==> src/rtl/svd_pkg.sv <==
// Shared types, widths and helpers for the SVD host loader and its read sequencer.
package svd_pkg;

   typedef enum logic [2:0] {
      IDLE,
      LOAD,
      MASK,
      WAIT_RDY,
      READ
   } state_t;

   localparam int ELEM_W   = 10;
   localparam int BEAT_W   = 5;
   localparam int UV_W     = 8;
   localparam int S_W      = 7;
   localparam int N_ELEM   = 4;
   localparam int LOAD_CYC = 9;

   // Picks the low or high 5-bit half of matrix element k.
   function automatic logic [BEAT_W-1:0] beatOf(input logic [N_ELEM*ELEM_W-1:0] mat,
                                                input logic [1:0] k,
                                                input logic hi);
      logic [ELEM_W-1:0] e;
      e = mat[k*ELEM_W +: ELEM_W];
      return hi ? e[ELEM_W-1:BEAT_W] : e[BEAT_W-1:0];
   endfunction

endpackage

==> src/rtl/svd_read_sequencer.sv <==
// Read-back sequencer: walks the four result slots (3,2,2,2 cycles), driving oe/sel
// and flagging the last cycle of each slot as the capture point.
module svd_read_sequencer
   import svd_pkg::*;
(
   input  logic       clk,
   input  logic       rst,
   input  logic       go_i,
   output logic       oe_o,
   output logic [1:0] sel_o,
   output logic       cap_o,
   output logic       last_o
);

   logic       active_q;
   logic [3:0] cnt_q;
   logic [1:0] sel_q;

   // Slot k ends at read cycle 2k+2, which gives slot 0 its extra cycle.
   always_comb begin
      cap_o  = active_q && (cnt_q == (4'({sel_q, 1'b0}) + 4'd2));
      last_o = cap_o && (sel_q == 2'd3);
      oe_o   = active_q;
      sel_o  = sel_q;
   end

   always_ff @(posedge clk or negedge rst) begin
      if (!rst) begin
         active_q <= 1'b0;
         cnt_q    <= '0;
         sel_q    <= '0;
      end else if (go_i) begin
         active_q <= 1'b1;
         cnt_q    <= '0;
         sel_q    <= '0;
      end else if (active_q) begin
         if (last_o) begin
            active_q <= 1'b0;
            cnt_q    <= '0;
            sel_q    <= '0;
         end else begin
            cnt_q <= cnt_q + 4'd1;
            if (cap_o) begin
               sel_q <= sel_q + 2'd1;
            end
         end
      end
   end

endmodule

==> src/rtl/svd_host_loader.sv <==
// Host-side master for the SVD core: loads a 2x2 Q8.2 matrix as 5-bit beats, waits for
// ready, then reads back U/V and S. `define SVD_HOST_TIMEOUT_EN adds a WAIT_RDY timeout.
module svd_host_loader
   import svd_pkg::*;
#(
   parameter int unsigned READY_MASK = 4
`ifdef SVD_HOST_TIMEOUT_EN
   ,
   parameter int unsigned TIMEOUT_CYC = 1024
`endif
) (
   input  logic                       clk,
   input  logic                       rst,
   input  logic                       start,
   input  logic [N_ELEM*ELEM_W-1:0]   mat_i,
   output logic                       busy,
   output logic                       done,
   output logic                       err,
   output logic [N_ELEM*UV_W-1:0]     uv_o,
   output logic [N_ELEM*S_W-1:0]      s_o,
   output logic                       svd_we,
   output logic                       svd_oe,
   output logic [1:0]                 svd_sel,
   output logic [BEAT_W-1:0]          svd_data,
   input  logic                       svd_ready,
   input  logic [UV_W-1:0]            svd_uv,
   input  logic [S_W-1:0]             svd_s
);

   localparam int MaskW = (READY_MASK > 1) ? $clog2(READY_MASK) : 1;

   state_t                      state_q;
   logic [N_ELEM*ELEM_W-1:0]    mat_q;
   logic [3:0]                  beat_q;
   logic [MaskW-1:0]            mask_q;
   logic                        busy_q;
   logic                        done_q;
   logic                        we_q;
   logic [1:0]                  sel_q;
   logic [BEAT_W-1:0]           data_q;
   logic [BEAT_W-1:0]           data_d;
   logic [N_ELEM*UV_W-1:0]      uv_q;
   logic [N_ELEM*S_W-1:0]       s_q;
   logic                        rdGo;
   logic                        rdOe;
   logic [1:0]                  rdSel;
   logic                        rdCap;
   logic                        rdLast;
`ifdef SVD_HOST_TIMEOUT_EN
   logic                        err_q;
   logic [15:0]                 tmo_q;
`endif

   // Beat n+1 carries element n>>1; odd n means the next beat is the upper half.
   always_comb begin
      data_d = beatOf(mat_q, beat_q[2:1], beat_q[0]);
      rdGo   = (state_q == WAIT_RDY) && svd_ready;
   end

   svd_read_sequencer u_rdseq (
      .clk    (clk),
      .rst    (rst),
      .go_i   (rdGo),
      .oe_o   (rdOe),
      .sel_o  (rdSel),
      .cap_o  (rdCap),
      .last_o (rdLast)
   );

   always_ff @(posedge clk or negedge rst) begin
      if (!rst) begin
         state_q <= IDLE;
         mat_q   <= '0;
         beat_q  <= '0;
         mask_q  <= '0;
         busy_q  <= 1'b0;
         done_q  <= 1'b0;
         we_q    <= 1'b0;
         sel_q   <= '0;
         data_q  <= '0;
`ifdef SVD_HOST_TIMEOUT_EN
         err_q   <= 1'b0;
         tmo_q   <= '0;
`endif
      end else begin
         done_q <= 1'b0;
         unique case (state_q)
            IDLE: begin
               if (start) begin
                  state_q <= LOAD;
                  mat_q   <= mat_i;
                  busy_q  <= 1'b1;
                  we_q    <= 1'b1;
                  sel_q   <= '0;
                  data_q  <= '0;
                  beat_q  <= '0;
`ifdef SVD_HOST_TIMEOUT_EN
                  err_q   <= 1'b0;
`endif
               end
            end
            LOAD: begin
               if (beat_q == 4'(LOAD_CYC - 1)) begin
                  state_q <= MASK;
                  we_q    <= 1'b0;
                  sel_q   <= '0;
                  data_q  <= '0;
                  mask_q  <= '0;
               end else begin
                  beat_q <= beat_q + 4'd1;
                  sel_q  <= beat_q[2:1];
                  data_q <= data_d;
               end
            end
            MASK: begin
               if (mask_q == MaskW'(READY_MASK - 1)) begin
                  state_q <= WAIT_RDY;
`ifdef SVD_HOST_TIMEOUT_EN
                  tmo_q   <= '0;
`endif
               end else begin
                  mask_q <= mask_q + 1'b1;
               end
            end
            WAIT_RDY: begin
               if (svd_ready) begin
                  state_q <= READ;
               end
`ifdef SVD_HOST_TIMEOUT_EN
               else if (tmo_q == 16'(TIMEOUT_CYC - 1)) begin
                  state_q <= IDLE;
                  err_q   <= 1'b1;
                  done_q  <= 1'b1;
                  busy_q  <= 1'b0;
               end else begin
                  tmo_q <= tmo_q + 16'd1;
               end
`endif
            end
            READ: begin
               if (rdLast) begin
                  state_q <= IDLE;
                  done_q  <= 1'b1;
                  busy_q  <= 1'b0;
               end
            end
            default: state_q <= IDLE;
         endcase
      end
   end

   // Result lanes are overwritten one by one as each read slot closes.
   always_ff @(posedge clk or negedge rst) begin
      if (!rst) begin
         uv_q <= '0;
         s_q  <= '0;
      end else if (rdCap) begin
         uv_q[rdSel*UV_W +: UV_W] <= svd_uv;
         s_q[rdSel*S_W +: S_W]    <= svd_s;
      end
   end

   assign busy     = busy_q;
   assign done     = done_q;
   assign uv_o     = uv_q;
   assign s_o      = s_q;
   assign svd_we   = we_q;
   assign svd_oe   = rdOe;
   assign svd_sel  = sel_q | rdSel;
   assign svd_data = data_q;
`ifdef SVD_HOST_TIMEOUT_EN
   assign err      = err_q;
`else
   assign err      = 1'b0;
`endif

endmodule

==> config.mk <==
export PLATFORM = sky130hd
export DESIGN_NAME = svd_host_loader
export DESIGN_NICKNAME = d
export VERILOG_FILES = /design/src/rtl/svd_pkg.sv /design/src/rtl/svd_read_sequencer.sv /design/src/rtl/svd_host_loader.sv
export SDC_FILE = /design/constraint.sdc
export NUM_CORES = 1
export LEC_CHECK = 0
export ABC_AREA = 1
export CORE_UTILIZATION = 40
export CTS_CLUSTER_SIZE = 16
export DETAILED_ROUTE_END_ITERATION = 10
export GPL_TIMING_DRIVEN = 0
export PLACE_DENSITY = 0.65
export SETUP_SLACK_MARGIN = 0.4
export SLEW_MARGIN = 20
export SYNTH_ARGS = -nofsm -noshare
export SYNTH_HDL_FRONTEND = slang
export SYNTH_SLANG_ARGS = --single-unit
==> constraint.sdc <==
create_clock -name clk -period 2.7 [get_ports clk]
set_input_delay 0.54 -clock clk [delete_from_list [all_inputs] [get_ports clk]]
set_output_delay 0.54 -clock clk [all_outputs]
set_load 0.005 [all_outputs]
==> results.yml, run 1 <==
run_status:
  status: "finished clean"
placed_design:
  dp_slack_ns: 0.423
  portBuffers: 129
  post-place-cells: 995
  routabilityCongestion: 0.852
  dp_hpwl_um: 11300
floorplanning:
  die_area_sq_um: 14900
  initial_utilization_pct: 41.2
  num_rows: 43
  die_h_um: 122
  die_w_um: 122
  ios: 131
  core_region_area_sq_um: 14000
logic_synthesis:
  synthCells: 685
  ys_ff_latch: 126
  netlist_area_sq_um: 5770
  synth_fp_nets: 754
  synth_top_area_cell: "dfrtp_1"
  yosysUniqueCellTypes: 32
  avgSynthCellArea_sq_um: 8.42
  ys_seq_area_share_pct: 54.7
  ys.warnings.count: 0
  netlist.area_leader.share_pct: 54.7
  synth_area_leaders: "dfrtp_1, nand2_1, nand3_1"
route:
  wl_met2_um: 7380
  dr_wl_met3_um: 778
  wl_per_cell_um: 14.8
  highest_layer: "met4"
  routedLengthMet1_um: 6750
  via_per_inst: 5.13
  vias: 5280
  firstDrtPassIters: 5
  first_iter_violations: 376
  drtAntennaViolNets: 0
  routed_wl_um: 15200
  post-route-drc-count: 0
cts:
  clk_latency_ns: 0.42
  h-tree-depth: 4
  holdBufCountCts: 0
  cts_sinks: 126
  clk_root_buffer_cell: "clkbuf_16"
  clk_pin_slew_ns: 0.05
  clk_path_buf_depth: 2
  cts-buffers-inserted: 17
  cts_tree: "built"
timing:
  setup_violations: 0
  period_share_pct: 80.9
  slew_violations: 0
  clock.fmax_mhz: 458
  report.final.hold_viol_count: 0
  relSlewSlack_pct: 56.0
  worst_slack_ns: 0.516
  worst_slew_pin_slew_ns: 0.656
  finalCriticalPeriod_ns: 2.18
  rsz0062_at_grt: "yes"
  fin_hold_ws_ns: 0.0410
  worst_clock_skew_ns: 0.00518
critical_path:
  cpMaxStageDelayCell: "clkdlybuf4s50_1"
  worstPathCellList: "buf_6 > inv_4 > nand2_1 > clkdlybuf4s50_1"
  path_max_fanout: 10
  cp.arrival_ns: 1.64
  required_ns: 2.16
  slowest_delay_ns: 0.45
  start_kind: "flop"
  setup.worst_path.class: "reg -> out"
  end_kind: "output port"
power:
  p_leak_nw: 3.81
  peakVddDrop_mv: 0.522
  powerDensity_nw_per_um2: 1220
final_layout:
  layout_commonest_cell: "nand2_1"
  final_cell_mix: "nand2_1, clkdlybuf4s50_1, dfrtp_1"
  fill_cells: 1299
  seq_area_sq_um: 3150
  multiInputGateArea_sq_um: 2260
  finalNetCount: 906
  final_layout_size_suffix_gt1_share_pct: 8.12
  n_antenna_cell: 0
  syn_to_final_growth_pct: 37.5
  fin_cells: 1030
flow_run:
  maxCapViolations: 0
worst_hold_path:
  min_path_type: "in -> async"
global_route:
  grt_pass1_wl_um: 25000
  grt_overflow_total: 0
  grt_pass1_vias: 5198
  grt_max_degree: 82
  grt_usage_pct: 21.6
  antenna_found_initial: 0
## report_power, final
group,internal [W],total (W),switching [W]
sequential,0.00273,0.00323,0.000504
combinational,0.00182,0.00417,0.00236
clock,0.00144,0.00226,0.000819
## cell families (layout without fill, tap and decap cells)
family,after synthesis,after routing,share of synthesized area (%)
AO/OA/AOI/OAI,128,128,11.3
XOR/XNOR,1,1,0.152
adder cells (fa/ha/maj),10,10,2.17
buffers and inverters,80,245,6.36
flip-flops,126,126,54.7
other,1,1,0.0650
AND/OR/NAND/NOR,339,339,25.2
## per-stage QoR
stage,cell area (sq um),power (W),utilization [%],setup TNS (ns)
2_1_floorplan,5770,0.00551,-,0
3_3_place_gp,7280,0.00724,52.1,-463.94
3_5_place_dp,7310,0.00738,52.3,0
4_1_cts,7900,0.00969,56.5,0
5_1_grt,7930,0.0104,56.7,0
6_report,7930,0.00967,56.7,0
## cell type report
| type | instances | area share [%] |
|---|---|---|
| clock buffer | 20 | 5.51 |
| multi-input combinational | 479 | 28.5 |
| timing repair buffer | 133 | 16.9 |
| inverter | 45 | 2.19 |
| tap | 180 | 2.84 |
| clock inverter | 12 | 1.83 |
| sequential | 126 | 39.8 |
| buffer | 35 | 2.49 |
## registers in the layout, summed over array words and instances (netlist names)
name           flops
s_o               28
sel_q              2
svd_we             1
mask_q             2
busy               1
done               1
u_rdseq.cnt_q      4
svd_data           5
uv_o              32
beat_q             4
state_q            3
u_rdseq.oe_o       1
u_rdseq.sel_o      2
mat_q             40
## metal layers
layer,up-vias,global-route usage [%]
met5,-,0
met4,0,9.83
met3,29,4.03
met2,163,35.7
met1,2548,27.5
li1,2540,-
## worst max-delay path, delay by kind of cell (launching register included)
family,cells,cell delay [ns]
flops,1,0.42
buf+inv,3,0.70
simple gates,1,0.11
## synthesized netlist by cell type
library cell and count:
o22ai_1 5, inv_1 41, o21ai_0 59, nor2_8 1, o21bai_1 1, buf_2 10
nand3_1 74, nor2_2 2, or2_2 1, inv_4 2, buf_4 3, nor3_2 1
nor3b_1 1, inv_2 2, nand2_1 223, nand2_4 1, o21a_1 1, a21oi_1 13
nor3_1 2, nor2_1 23, conb_1 1, o31ai_1 1, clkbuf_1 17, o21ai_1 48
ha_1 10, nand3b_1 1, nand4_1 4, dfrtp_1 126, buf_6 5, xor2_1 1
nor2_4 4, nand2_2 1
## final timing paths
check	slack, ns	cells past startpoint	from	endpoint
max	0.52	4	u_rdseq.sel_o[0]	svd_sel[0]
min	0.04	1	rst	s_o[1]
max reg2reg	0.54	12	u_rdseq.sel_o[0]	uv_o[26]
min reg2reg	0.48	2	mat_q[21]	mat_q[21]
max in group asynchronous	1.92	2	rst	mat_q[27]
min in group clk	0.48	2	mat_q[21]	mat_q[21]
## timing repair
item                       in CTS  in global routing
buffers inserted                0                  3
gates resized for setup         1                  4
hold endpoints to repair        0                  0
setup endpoints to repair       1                 62
(Power assumes the default switching activity.)
==> inputs of run 2 (changes only) <==
--- a/config.mk
+++ b/config.mk
@@ -10,7 +10,7 @@
 export CTS_CLUSTER_SIZE = 16
 export DETAILED_ROUTE_END_ITERATION = 10
 export GPL_TIMING_DRIVEN = 0
-export PLACE_DENSITY = 0.65
+export PLACE_DENSITY = 0.68
 export SETUP_SLACK_MARGIN = 0.4
 export SLEW_MARGIN = 20
 export SYNTH_ARGS = -nofsm -noshare
==> constraint.sdc (replaced) <==
create_clock -name clk -period 1.8 [get_ports clk]
set_input_delay 0.36 -clock clk [delete_from_list [all_inputs] [get_ports clk]]
set_output_delay 0.36 -clock clk [all_outputs]
set_load 0.005 [all_outputs]
==> run 2 against run 1 <==
The flow now finishes with violations (setup timing). Non-clock buffer count increased by 85. Via count increased by 11%. Clock-buffer cell count increased by 5. Critical path depth increased by 5. First-iteration DRC count increased by 43%. Global-route usage increased by 2.8 points. Die area unchanged. Critical endpoint is now uv_o[6]. Highest routed layer unchanged.
==> results.yml, run 2 (synthesized netlist as in run 1, its figures left out) <==
power:
  power_w: 0.0173
  p_leak_nw: 4.50
  peakVddDrop_mv: 0.846
  powerDensity_nw_per_um2: 1890
global_route:
  grt_overflow_total: 0
  antenna_found_initial: 0
  grt_pass1_vias: 5698
  grt_pass1_wl_um: 27800
  grt_usage_pct: 24.4
  grt_max_degree: 66
final_layout:
  final_layout_size_suffix_gt1_share_pct: 31.7
  final_cell_mix: "nand2_1, dfrtp_1, buf_4"
  syn_to_final_growth_pct: 58.1
  layout_commonest_cell: "nand2_1"
  top_register: "mat_q"
  finalNetCount: 991
  largest_reg_flops: 40
  n_antenna_cell: 0
  fill_cells: 1103
timing:
  worst_slew_pin_slew_ns: 0.632
  finalCriticalPeriod_ns: 2.03
  report.final.hold_viol_count: 0
  finalSetupTns_ns: -6.17
  period_share_pct: 113
  worst_slack_ns: -0.227
  worst_clock_skew_ns: 0.00684
  slew_violations: 0
  rsz0062_at_grt: "yes"
  setup_violations: 63
  clock.fmax_mhz: 493
  relSlewSlack_pct: 57.9
critical_path:
  cp.arrival_ns: 2.38
  slowest_delay_ns: 0.39
  critPathTopFamily: "buffers and inverters"
  path_max_fanout: 10
  path_buf_inv: 5
  end_kind: "flop"
  setup.worst_path.class: "reg -> reg"
  cpMaxStageDelayCell: "dfrtp_1"
  required_ns: 2.16
  start_kind: "flop"
  worstPathCellList: "buf_6 > inv_8 > ha_4 > buf_8 > buf_4 > nor3_4 > buf_2 > nand3_1 > nand2_1"
cts:
  clk_latency_ns: 0.43
  h-tree-depth: 4
  clk_pin_slew_ns: 0.06
  cts-buffers-inserted: 17
  clk_path_buf_depth: 2
  clk_root_buffer_cell: "clkbuf_16"
  cts_tree: "built"
  cts_sinks: 126
placed_design:
  routabilityCongestion: 0.931
  dp_slack_ns: -0.362
  dp_hpwl_um: 11400
  portBuffers: 129
floorplanning:
  die_area_sq_um: 14900
  initial_utilization_pct: 41.2
  ios: 131
  die_h_um: 122
  die_w_um: 122
  num_rows: 43
  core_region_area_sq_um: 14000
run_status:
  status: "finished with violations"
  violations: "setup timing"
route:
  vias: 5843
  firstDrtPassIters: 6
  drtAntennaViolNets: 0
  routed_wl_um: 18400
  via_per_inst: 5.25
  post-route-drc-count: 0
  wl_per_cell_um: 16.5
  first_iter_violations: 539
worst_hold_path:
  min_path_type: "in -> reg"
flow_run:
  maxCapViolations: 0
-- run 2: worst paths after layout --
| kind | to | slack (ns) | startpoint | depth (start not counted) |
|---|---|---|---|---|
| worst max-delay path | uv_o[6] | -0.23 | u_rdseq.sel_o[0] | 9 |
| worst min-delay path | mat_q[26] | 0.46 | mat_i[26] | 3 |
| worst max register to register | uv_o[6] | -0.23 | u_rdseq.sel_o[0] | 9 |
| worst min register to register | uv_o[16] | 0.47 | uv_o[16] | 2 |
| max in group asynchronous | mat_q[12] | 0.55 | rst | 3 |
| min in group asynchronous | s_o[2] | 0.51 | rst | 2 |
-- run 2: cell type report --
class | count | area, sq um | area share [%]
Buffer | 35 | 323 | 3.54
Clock buffer | 25 | 515 | 5.65
Tap cell | 180 | 225 | 2.47
Sequential cell | 126 | 3160 | 34.6
Clock inverter | 6 | 80.1 | 0.878
Timing Repair Buffer | 218 | 1940 | 21.2
Multi-Input combinational cell | 479 | 2690 | 29.5
Inverter | 45 | 194 | 2.13
-- run 2: through the flow --
stage                     hold slack, ns  area [sq um]  std cells  util (%)
after floorplan                   0.0644          5830        685         -
after global placement             0.460          7350        994      52.5
after detailed placement           0.390          7380        995      52.7
after CTS                          0.459          8890       1096      63.6
after global routing               0.464          9120       1114      65.2
final                              0.461          9120       1114      65.2
-- run 2: worst register-to-register path, cell delays in order, from the launching register on --
cell	delay [ns]
dfrtp_1	0.39
buf_6	0.14
inv_8	0.05
ha_4	0.19
buf_8	0.14
buf_4	0.16
nor3_4	0.31
buf_2	0.31
nand3_1	0.14
nand2_1	0.13
-- run 2: what timing repair did --
action                                  in CTS  in global routing
hold endpoints to repair                    64                  0
endpoints found under the setup margin     197                161
hold buffers                                 1                  0
gates resized for setup                    267                105
setup buffers                               64                 17
pin swaps                                   33                 39
cloned                                       5                  1
-- run 2: per-layer routing --
metal | wire length, um | vias up | track usage (%)
met5 | 0 | - | 0
met4 | 508 | 0 | 12.0
met3 | 1230 | 48 | 5.20
met2 | 9260 | 254 | 41.1
met1 | 7420 | 2814 | 29.5
li1 | - | 2727 | -
-- run 2: report_power, final --
part	switching [W]	internal, W
combinational	0.00486	0.00405
clock	0.00123	0.00224
sequential	0.000791	0.00410
